$ cat src/rtl/d_ext_pipe.sv
// d_ext_pipe: pipelined immediate/branch-target generator for the ID->EX path, DEPTH register stages.
// Optional feature macro EXT_ALIGN_CHECK_EN adds a pipelined BRANCH/JUMP PC misalignment flag.
`default_nettype none

module d_ext_pipe #(
  parameter int DATA_W = 32,
  parameter int IMM_W  = 16,
  parameter int IDX_W  = 26,
  parameter int OP_W   = 4,
  parameter int DEPTH  = 1
) (
  input  logic              clk,
  input  logic              reset,
  input  logic              flush,
  input  logic              in_valid,
  output logic              in_ready,
  input  logic [IMM_W-1:0]  in_imm,
  input  logic [IDX_W-1:0]  in_idx,
  input  logic [OP_W-1:0]   in_op,
  input  logic [DATA_W-1:0] in_pc,
  output logic              out_valid,
  input  logic              out_ready,
  output logic [DATA_W-1:0] out_imm,
  output logic [DATA_W-1:0] out_pc,
  output logic              out_illegal,
  output logic              out_misalign
);

  // Clamped so the arrays stay legal while the elaboration error below reports a bad DEPTH.
  localparam int D = (DEPTH < 1) ? 1 : ((DEPTH > 4) ? 4 : DEPTH);

  localparam logic [OP_W-1:0] OP_NOPE     = OP_W'(0);
  localparam logic [OP_W-1:0] OP_SIGN     = OP_W'(1);
  localparam logic [OP_W-1:0] OP_BRANCH   = OP_W'(2);
  localparam logic [OP_W-1:0] OP_LUI      = OP_W'(3);
  localparam logic [OP_W-1:0] OP_JUMP     = OP_W'(4);
  localparam logic [OP_W-1:0] OP_ZERO     = OP_W'(5);
  localparam logic [OP_W-1:0] OP_SIGN_SH2 = OP_W'(6);

  localparam logic [DATA_W-1:0] TOP4_MASK = {4'hF, {(DATA_W-4){1'b0}}};

  generate
    if (DEPTH < 1 || DEPTH > 4) begin : g_depth_err
      $error("d_ext_pipe: DEPTH must be in 1..4");
    end
  endgenerate

  logic [DATA_W-1:0] sext_w;
  logic [DATA_W-1:0] zext_w;
  logic [DATA_W-1:0] imm_d;
  logic              illegal_d;
  logic              advance_w;

  assign sext_w = {{(DATA_W-IMM_W){in_imm[IMM_W-1]}}, in_imm};
  assign zext_w = DATA_W'(in_imm);

  always_comb begin
    imm_d     = '0;
    illegal_d = 1'b0;
    case (in_op)
      OP_NOPE:     imm_d = '0;
      OP_SIGN:     imm_d = sext_w;
      OP_BRANCH:   imm_d = in_pc + DATA_W'(4) + (sext_w << 2);
      OP_LUI:      imm_d = zext_w << 16;
      OP_JUMP:     imm_d = (in_pc & TOP4_MASK) | (DATA_W'(in_idx) << 2);
      OP_ZERO:     imm_d = zext_w;
      OP_SIGN_SH2: imm_d = sext_w << 2;
      default:     illegal_d = 1'b1;
    endcase
  end

  logic              valid_q   [D];
  logic [DATA_W-1:0] imm_q     [D];
  logic [DATA_W-1:0] pc_q      [D];
  logic              illegal_q [D];

  // Single global advance: the whole pipe moves or the whole pipe holds.
  assign advance_w = !out_valid || out_ready;
  assign in_ready  = advance_w;

  always_ff @(posedge clk or negedge reset) begin
    if (!reset) begin
      for (int i = 0; i < D; i++) valid_q[i] <= 1'b0;
    end else if (flush) begin
      for (int i = 0; i < D; i++) valid_q[i] <= 1'b0;
    end else if (advance_w) begin
      valid_q[0] <= in_valid;
      for (int i = 1; i < D; i++) valid_q[i] <= valid_q[i-1];
    end
  end

  always_ff @(posedge clk or negedge reset) begin
    if (!reset) begin
      for (int i = 0; i < D; i++) begin
        imm_q[i]     <= '0;
        pc_q[i]      <= '0;
        illegal_q[i] <= 1'b0;
      end
    end else if (advance_w) begin
      imm_q[0]     <= imm_d;
      pc_q[0]      <= in_pc;
      illegal_q[0] <= illegal_d;
      for (int i = 1; i < D; i++) begin
        imm_q[i]     <= imm_q[i-1];
        pc_q[i]      <= pc_q[i-1];
        illegal_q[i] <= illegal_q[i-1];
      end
    end
  end

`ifdef EXT_ALIGN_CHECK_EN
  logic misalign_d;
  logic misalign_q [D];

  assign misalign_d = ((in_op == OP_BRANCH) || (in_op == OP_JUMP)) && (in_pc[1:0] != 2'b00);

  always_ff @(posedge clk or negedge reset) begin
    if (!reset) begin
      for (int i = 0; i < D; i++) misalign_q[i] <= 1'b0;
    end else if (advance_w) begin
      misalign_q[0] <= misalign_d;
      for (int i = 1; i < D; i++) misalign_q[i] <= misalign_q[i-1];
    end
  end

  assign out_misalign = misalign_q[D-1];
`else
  assign out_misalign = 1'b0;
`endif

  assign out_valid   = valid_q[D-1];
  assign out_imm     = imm_q[D-1];
  assign out_pc      = pc_q[D-1];
  assign out_illegal = illegal_q[D-1];

endmodule

`default_nettype wire

$ cat config.mk
export PLATFORM = sky130hd
export DESIGN_NAME = d_ext_pipe
export DESIGN_NICKNAME = d
export VERILOG_FILES = /design/src/rtl/d_ext_pipe.sv
export SDC_FILE = /design/constraint.sdc
export NUM_CORES = 1
export LEC_CHECK = 0
export CORE_MARGIN = 3
export CORE_UTILIZATION = 49
export CTS_BUF_LIST = sky130_fd_sc_hd__clkbuf_8
export CTS_CLUSTER_DIAMETER = 80
export DETAILED_ROUTE_END_ITERATION = 6
export GPL_TIMING_DRIVEN = 0
export PLACE_DENSITY = 0.86
export SETUP_SLACK_MARGIN = 0.15
export SYNTH_ARGS = -nofsm -noshare
export SYNTH_HDL_FRONTEND = slang
export SYNTH_SLANG_ARGS = --single-unit
$ cat constraint.sdc
create_clock -name clk -period 1.9 [get_ports clk]
set_clock_uncertainty 0.15 [all_clocks]
set_input_delay 0.475 -clock clk [delete_from_list [all_inputs] [get_ports clk]]
set_output_delay 0.475 -clock clk [all_outputs]
set_load 0.02 [all_outputs]
==> results of run 1 <==
logic make-up after synthesis:
kind of cell             count (synthesis)  share of synthesized area (%)
AND/OR/NAND/NOR                        184                           16.0
other                                    1                         0.0756
XOR/XNOR                                22                           3.89
AO/OA/AOI/OAI                          208                           28.2
adder cells (fa/ha/maj)                 58                           14.8
flip-flops                              66                           33.3
buffers and inverters                   47                           3.76
worst reg2reg max path, stage by stage, from the launching register on:
cell      delay [ps]
dfrtp_1          350
nor2b_4          140
buf_6            120
inv_6             40
buf_4            180
o311ai_4         140
clkbuf_2         300
nor2_1            80
a21oi_1          210
o21ai_1          150
power by group through the flow:
stage	combinational (mW)	sequential, mW	clock (mW)
finish	2.55	1.56	1.17
CTS	2.12	1.55	1.16
floorplan	0.864	1.69	0
global route	2.66	1.57	1.22
detailed placement	1.68	1.58	0
global placement	1.65	1.58	0
cell type report:
type / instances / area share (%)
Clock buffer: 9 / 1.47
Clock inverter: 7 / 0.652
Sequential cell: 66 / 19.6
Timing Repair Buffer: 219 / 22.4
Buffer: 33 / 3.36
Inverter: 14 / 0.682
Multi-Input combinational cell: 473 / 49.9
Tap cell: 133 / 1.97
sequential cells by signal, indices dropped and copies added (netlist names):
name	flops
out_illegal	1
out_imm	32
out_valid	1
out_pc	32
metrics by stage:
stage | instances | instance area (sq um) | power, mW | hold WS, ps | TNS, ps
CTS | 930 | 8040 | 4.83 | 106 | -12370
detailed placement | 866 | 6790 | 3.26 | 304 | -71590
finish | 954 | 8440 | 5.28 | 87.3 | -17900
global placement | 866 | 6790 | 3.23 | 300 | -201450
floorplan | 586 | 5150 | 2.56 | 29.4 | -15110
global route | 954 | 8440 | 5.45 | 151 | -18920
cells in the final DEF (no fill, tap or decap), drive strengths merged, types with 7 or more instances in the layout:
master,Yosys,final
a22o,7,7
dlygate4sd2,0,72
nor2,19,19
a21o,14,14
ha,57,57
xnor2,12,12
a222oi,11,11
a22oi,18,18
nand2,125,125
clkdlybuf4s50,0,34
o21bai,7,7
o211ai,8,8
dfrtp,66,66
o21ai,45,45
buf,9,115
clkbuf,24,34
inv,14,18
xor2,10,10
a21oi,58,58
metal layers:
metal / vias to the layer above / routed length (microns) / track usage (%)
li1: 2620 / - / -
met3: 136 / 2420 / 6.74
met5: - / 0 / 0
met2: 521 / 11500 / 64.9
met4: 0 / 1400 / 15.6
met1: 2939 / 8610 / 48.6
what timing repair did:
action	CTS	global route
setup buffers	48	24
setup endpoints to repair	132	61
endpoints found under the hold margin	0	0
resized for setup	401	89
pin swaps	100	54
hold buffers	0	0
worst max-delay path by stage:
stage / start / end / slack (ps) / cells after the start
2_1_floorplan: in_pc[3] / out_imm[31] / -970 / 11
3_3_place_gp: in_imm[15] / out_imm[31] / -2140 / 11
3_5_place_dp: in_imm[15] / out_imm[31] / -2200 / 11
4_1_cts: in_imm[1] / out_imm[31] / -910 / 12
5_1_grt: in_imm[1] / out_imm[25] / -1150 / 14
6_report: in_imm[1] / out_imm[25] / -1140 / 14
==> flow_metrics.tcl, run 1 <==
set metrics [dict create \
    status "finished with violations" \
    violations "design-rule violations, negative setup slack" \
    path_common_cell "ha_4" \
    coreArea_sq_um 9820 \
    num_io_pins 151 \
    synthMostInstantiatedCell "nand2_1" \
    p_sw_share_pct 38.4 \
    max_stage_delay_ps 450 \
    cp_slowest_cell "a2111oi_4" \
    synth_cells 586 \
    antenna_found_initial 0 \
    clkSinkCount 66 \
    overflow 0 \
    syn_area_sq_um 4960 \
    pwr-share-clk_pct 22.1 \
    areaGrowthSynthToFinish_pct 70.3 \
    r2r_start "out_valid" \
    report.final.hold_viol_count 0 \
    min_period_ps 3040 \
    synth_common_cells "125 x nand2_1, 66 x dfrtp_1, 57 x ha_1" \
    cts_tree "built" \
    switchingPower_mw 2.03 \
    vdd_ir_drop_max_mv 0.455 \
    setup_ws_ps -1140 \
    portBuffers 147 \
    die-area_sq_um 11400 \
    postSynth.asyncResetShare_pct 100 \
    worst-path-buf-inv 4 \
    seqCellArea_sq_um 1650 \
    ys_ff_latch 66 \
    power.density_nw_per_um2 626 \
    synth_cell_types 62 \
    fp.dieW_microns 107 \
    grt_pass1_vias 6153 \
    cp-start-kind "primary input" \
    min_period_over_period_pct 160 \
    cp.required_ps 2020 \
    drcViolationCount 9 \
    clk_path_buf_depth 2 \
    viasPerCell 6.52 \
    diodes 0 \
    ys_top_cells_by_area "dfrtp_1 33%, ha_1 14%, nand2_1 9.5%" \
    finalSetupViolations 26 \
    ys.flop_type "dfrtp_1" \
    cts_inserted_buffers 9 \
    crit_fanout 3 \
    grt_util_all_layers_pct 38.3 \
    crit_chain "buf_8, ha_4, ha_4, inv_2, fa_2, nand2b_4, a21oi_4, o211ai_1, a2111oi_4, buf_4, buf_6, o21ai_2, and3_1, o31ai_1" \
    max_freq_mhz 329 \
    root_buffer "clkbuf_8" \
    p_comb_share_pct 48.3 \
    synth_area_per_cell_sq_um 8.46 \
    grt_max_degree 67 \
    dr.pass1.iters 7 \
    drive_gt1_share_pct 35.1 \
    syn_nets 727 \
    place_hpwl_mm 13.7 \
    clkTransAtPathRegs_ps 80 \
    ant_nets 0 \
    rsz0062_at_grt "yes" \
    synth_edf_count 0 \
    arrival_ps 3160 \
    grt_pass1_wl_mm 33.8 \
    p_leak_nw 3.89 \
    n_fill_cell 521 \
    yosys_warnings 0 \
    reg2reg_setup_slack_ps -90 \
    synth_largest_area_cell "dfrtp_1" \
    critical_path_class "primary input to register" \
    wl_mm 23.9 \
    netlist.area_leader.share_pct 33.3 \
    fin_util_pct 86.0 \
    drv_slew 0 \
    intPower_mw 3.26 \
    drt_iter0_markers 782 \
    htreeDepth 3 \
    worst_slew_pin_slew_ps 885 \
    r2r_cells 9 \
    hp-class "primary input to asynchronous set/reset pin" \
    routabilityCongestion 0.934 \
    rows 36 \
    start_util_pct 50.5 \
    num_vias 6216 \
    endpoint_kind "register" \
    die_y_microns 107 \
    cap_violations 0 \
    path_delay_family "compound AO/OA/AOI/OAI gates" \
    r2r_end "out_imm[13]" \
    maxSlewHeadroom_pct 41.0 \
    dpl_worst_slack_ps -2200 \
    clock_latency_ps 360 \
    multi_input_area_sq_um 4210 \
    pwr-share-seq_pct 29.5 \
    final_nets 957 \
    wl_per_cell_microns 25.0 \
    yosysSeqAreaShare_pct 33.3 \
]
No activity file was read; power rests on OpenSTA's default activity.
==> run 2: changes to the inputs <==
- CORE_UTILIZATION: 49 -> 35
- PLACE_DENSITY: 0.86 -> 0.66
- clock period: 1.9 -> 3.1 ns (I/O delays scaled with it)
==> flow_metrics.tcl, run 2 (same netlist as run 1, synthesis figures left out) <==
set metrics [dict create \
    max_stage_delay_ps 390 \
    worst_slew_pin_slew_ps 920 \
    clk_path_buf_depth 2 \
    r2r_start "out_valid" \
    grtUsageMet1_pct 33.9 \
    n_fill_cell 1212 \
    grt_pass1_wl_mm 30.2 \
    areaGrowthSynthToFinish_pct 55.2 \
    wl_mm 19.6 \
    crit_fanout 5 \
    vdd_ir_drop_max_mv 0.197 \
    rows 42 \
    r2r_cells 6 \
    tns_ps -6.46 \
    worst_hold_slack_ps 316 \
    grt_pass1_vias 5259 \
    overflow 0 \
    cp-start-kind "primary input" \
    grt_max_degree 67 \
    endpoint_kind "register" \
    reg2reg_setup_slack_ps 1030 \
    p_leak_nw 3.26 \
    antenna_found_initial 0 \
    violations "negative setup slack" \
    min_period_ps 3110 \
    finalSetupViolations 1 \
    start_util_pct 36.6 \
    die-area_sq_um 15600 \
    dr.pass1.iters 5 \
    max_freq_mhz 322 \
    clkSinkCount 66 \
    min_period_over_period_pct 100 \
    dp_cells 909 \
    report.final.hold_viol_count 0 \
    viasPerCell 5.61 \
    num_vias 5328 \
    total_power_mw 2.95 \
    grt_util_all_layers_pct 24.5 \
    final_nets 910 \
    clock_latency_ps 380 \
    power.density_nw_per_um2 383 \
    place_hpwl_mm 14.4 \
    drcViolationCount 0 \
    arrival_ps 3230 \
    postPlaceCellArea_sq_um 6740 \
    ant_nets 0 \
    fin_cells 950 \
    wl_per_cell_microns 20.6 \
    status "finished with violations" \
    die_y_microns 125 \
    drv_slew 0 \
    critical_path_class "primary input to register" \
    routabilityCongestion 0.992 \
    drive_gt1_share_pct 21.7 \
    crit_path_end "out_imm[29]" \
    mostFrequentLayoutCell "nand2_1" \
    maxSlewHeadroom_pct 38.7 \
    rsz0062_at_grt "yes" \
    design_area_sq_um 7690 \
    setup_ws_ps -6.46 \
    cap_violations 0 \
    root_buffer "clkbuf_8" \
    fp.dieW_microns 125 \
    drt_iter0_markers 493 \
    worstSetupStartpoint "in_imm[1]" \
    top_usage_layer "met2" \
    coreArea_sq_um 13600 \
    cp.required_ps 3230 \
    grtUsageMet3_pct 3.11 \
    cts_tree "built" \
    r2r_end "out_imm[29]" \
    clkTransAtPathRegs_ps 70 \
    portBuffers 147 \
    met2_usage_pct 40.2 \
    cts_inserted_buffers 9 \
    diodes 0 \
    num_io_pins 151 \
    fin_util_pct 56.7 \
    dpl_worst_slack_ps -1390 \
    htreeDepth 3 \
    crit_chain "buf_8, ha_4, ha_4, inv_2, fa_2, nand2b_4, a21oi_4, o211ai_1, a2111oi_4, o211ai_1, and3_1, o31ai_1" \
    final_cell_mix "124 x nand2_1, 109 x clkdlybuf4s50_1, 66 x dfrtp_1" \
    hp-class "register to register" \
    cp_slowest_cell "a2111oi_4" \
]
[run 2: final cells by class]
class	count	area [sq um]	share of cell area [%]
Multi-Input combinational cell	473	3830	49.7
Tap cell	176	220	2.86
Inverter	14	55.1	0.716
Timing Repair Buffer	172	1560	20.3
Sequential cell	66	1650	21.5
Clock inverter	4	25.0	0.325
Buffer	33	190	2.47
Clock buffer	12	165	2.15
[run 2: what timing repair did]
action | in CTS | in global routing
hold buffers | 0 | 0
pin swaps | 33 | 26
setup buffers | 17 | 8
setup endpoints to repair | 25 | 22
gates cloned | 0 | 0
gates resized for setup | 153 | 82
endpoints found under the hold margin | 0 | 0
[run 2: critical path: cells and delay by family]
kind,cells,cell delay (ps)
AND/OR/NAND/NOR,2,370
AO/OA/AOI/OAI,5,1210
adder cells (fa/ha/maj),3,740
buffers and inverters,2,140
[run 2: metal layers]
metal / vias up / wire, microns
met5: - / 0
met4: 0 / 408
met3: 33 / 1170
met2: 210 / 9430
met1: 2552 / 8550
li1: 2533 / -
[run 2: worst min-delay path by stage]
stage	start	to	slack, ps	cells past startpoint
after floorplan	reset	out_illegal	330	0
after global placement	out_pc[31]	out_pc[31]	300	2
after CTS	out_pc[15]	out_pc[15]	320	2
after detailed placement	out_pc[24]	out_pc[24]	300	2
after global routing	out_pc[2]	out_pc[2]	350	2
final	out_pc[29]	out_pc[29]	320	2
[run 2: report_power, final]
part           switching, mW  total, mW  internal, mW
Combinational          0.668       1.26         0.588
Sequential            0.0355      0.954         0.919
Clock                  0.385      0.738         0.353
Total                   1.09       2.95          1.86
==> run 3: changes to the inputs <==
--- a/config.mk
+++ b/config.mk
@@ -11,4 +11,5 @@
 export CTS_CLUSTER_DIAMETER = 80
 export DETAILED_ROUTE_END_ITERATION = 6
+export GPL_ROUTABILITY_DRIVEN = 1
 export GPL_TIMING_DRIVEN = 0
 export PLACE_DENSITY = 0.66
--- a/constraint.sdc
+++ b/constraint.sdc
@@ -3,3 +3,3 @@
 set_input_delay 0.775 -clock clk [delete_from_list [all_inputs] [get_ports clk]]
 set_output_delay 0.775 -clock clk [all_outputs]
-set_load 0.02 [all_outputs]
+set_load 0.01 [all_outputs]
==> flow_metrics.tcl, run 3 (same netlist as run 1, synthesis figures left out) <==
set metrics [dict create \
    status "finished with violations" \
    violations "negative setup slack" \
    die_y_microns 125 \
    root_buffer "clkbuf_8" \
    crit_fanout 5 \
    drive_gt1_share_pct 21.7 \
    num_vias 5352 \
    min_period_over_period_pct 101 \
    clk_path_buf_depth 2 \
    grt_pass1_vias 5275 \
    arrival_ps 3250 \
    start_util_pct 36.6 \
    switchingPower_mw 1.04 \
    worst-path-buf-inv 2 \
    p_comb_share_pct 41.8 \
    grt_pass1_wl_mm 30.3 \
    endpoint_kind "register" \
    cts_tree "built" \
    diodes 0 \
    num_io_pins 151 \
    rsz0062_at_grt "yes" \
    cts_inserted_buffers 9 \
    viasPerCell 5.63 \
    dpl_worst_slack_ps -1390 \
    multi_input_area_sq_um 3830 \
    clock_latency_ps 370 \
    areaGrowthSynthToFinish_pct 55.4 \
    overflow 0 \
    n_fill_cell 1214 \
    pwr-share-clk_pct 25.2 \
    dp_cells 909 \
    max_stage_delay_ps 390 \
    die-area_sq_um 15600 \
    cts_hold_buffers 0 \
    grt_max_degree 67 \
    cp-start-kind "primary input" \
    coreArea_sq_um 13600 \
    wl_mm 19.6 \
    total_power_mw 2.90 \
    pwr-share-seq_pct 32.9 \
    setup_ws_ps -26.2 \
    p_sw_share_pct 35.8 \
    dr.pass1.iters 5 \
    routabilityCongestion 0.992 \
    mostFrequentLayoutCell "nand2_1" \
    vdd_ir_drop_max_mv 0.192 \
    rows 42 \
    cap_violations 0 \
    crit_chain "buf_8, ha_4, ha_4, inv_2, fa_2, nand2b_4, a21oi_4, o211ai_1, a2111oi_4, o211ai_1, and3_1, o31ai_1" \
    intPower_mw 1.86 \
    critical_path_class "primary input to register" \
    worst_slew_pin_slew_ps 928 \
    r2r_cells 9 \
    final_cell_mix "124 x nand2_1, 109 x clkdlybuf4s50_1, 66 x dfrtp_1" \
    max_freq_mhz 320 \
    htreeDepth 3 \
    report.final.hold_viol_count 0 \
    place_hpwl_mm 14.4 \
    hp-class "register to register" \
    portBuffers 147 \
    cp_num_cells 12 \
    min_path_cells 2 \
    p_leak_nw 3.27 \
    drcViolationCount 0 \
    ant_nets 0 \
    final_nets 911 \
    maxSlewHeadroom_pct 38.1 \
    antenna_found_initial 0 \
    cp.required_ps 3220 \
    min_period_ps 3130 \
    clkTransAtPathRegs_ps 70 \
    drv_slew 0 \
    path_delay_family "compound AO/OA/AOI/OAI gates" \
    clkSinkCount 66 \
    cp_slowest_cell "a2111oi_4" \
    power.density_nw_per_um2 376 \
    wl_per_cell_microns 20.7 \
    drt_iter0_markers 458 \
    finalSetupViolations 2 \
    fp.dieW_microns 125 \
    fin_cells 951 \
    grt_util_all_layers_pct 24.5 \
    seqCellArea_sq_um 1650 \
]
[run 3: cell types whose count changed in the layout (fill, tap and decap cells not counted), sizes merged]
cell and change:
clkdlybuf4s15 +1
[run 3: worst reg2reg max path: cells and delay by family (launching register included)]
| kind | cells | cell delay [ps] |
|---|---|---|
| AOI/OAI and AO/OA | 4 | 510 |
| buffers and inverters | 4 | 820 |
| DFF | 1 | 340 |
| and+or+nand+nor | 1 | 180 |
[run 3: final timing paths]
kind	slack, ps	to	from
min reg2reg	320	out_pc[29]	out_pc[29]
min	320	out_pc[29]	out_pc[29]
min in group asynchronous	370	out_pc[5]	reset
max reg2reg	970	out_imm[29]	out_valid
max	-30	out_imm[29]	in_imm[1]
max in group asynchronous	1810	out_pc[30]	reset
[run 3: stage by stage]
step	util, %	hold slack, ps	TNS, ps	area [sq um]
after floorplan	-	329	-92.2	5050
after global placement	49.7	301	-106910	6740
after detailed placement	49.7	305	-21100	6740
after CTS	54.8	323	-42.5	7430
after global routing	56.8	352	-366	7700
final	56.8	316	-28.5	7700
[run 3: routing by layer]
layer / vias to the layer above / share of wire (%) / GRT usage [%] / routed length, microns
met5: - / 0 / 0 / 0
met4: 0 / 2.1 / 7.84 / 419
met3: 31 / 5.6 / 3.03 / 1100
met2: 198 / 48 / 40.2 / 9450
met1: 2593 / 44 / 33.8 / 8690
li1: 2530 / - / - / -
[run 3: power by group through the flow]
stage               registers (mW)  logic, mW  clock network [mW]
finish                       0.954       1.21               0.730
global route                 0.962       1.31               0.781
CTS                          0.955       1.11               0.745
detailed placement           0.971      0.962                   0
floorplan                    0.993      0.505                   0
global placement             0.969      0.950                   0
[run 3: timing repair]
item,in CTS,in global routing
setup endpoints to repair,25,22
resized for setup,149,83
pin swaps,33,27
gates cloned,0,0
hold endpoints to repair,0,0
buffers inserted,18,8
[run 3: layout make-up]
cell class,instances,share of cell area [%]
inverters,14,0.682
clock inverters,4,0.325
flip-flops and latches,66,21.4
clock buffers,12,2.14
multi-input cells,473,49.7
repair buffers,173,20.4
well taps,176,2.86
plain buffers,33,2.47
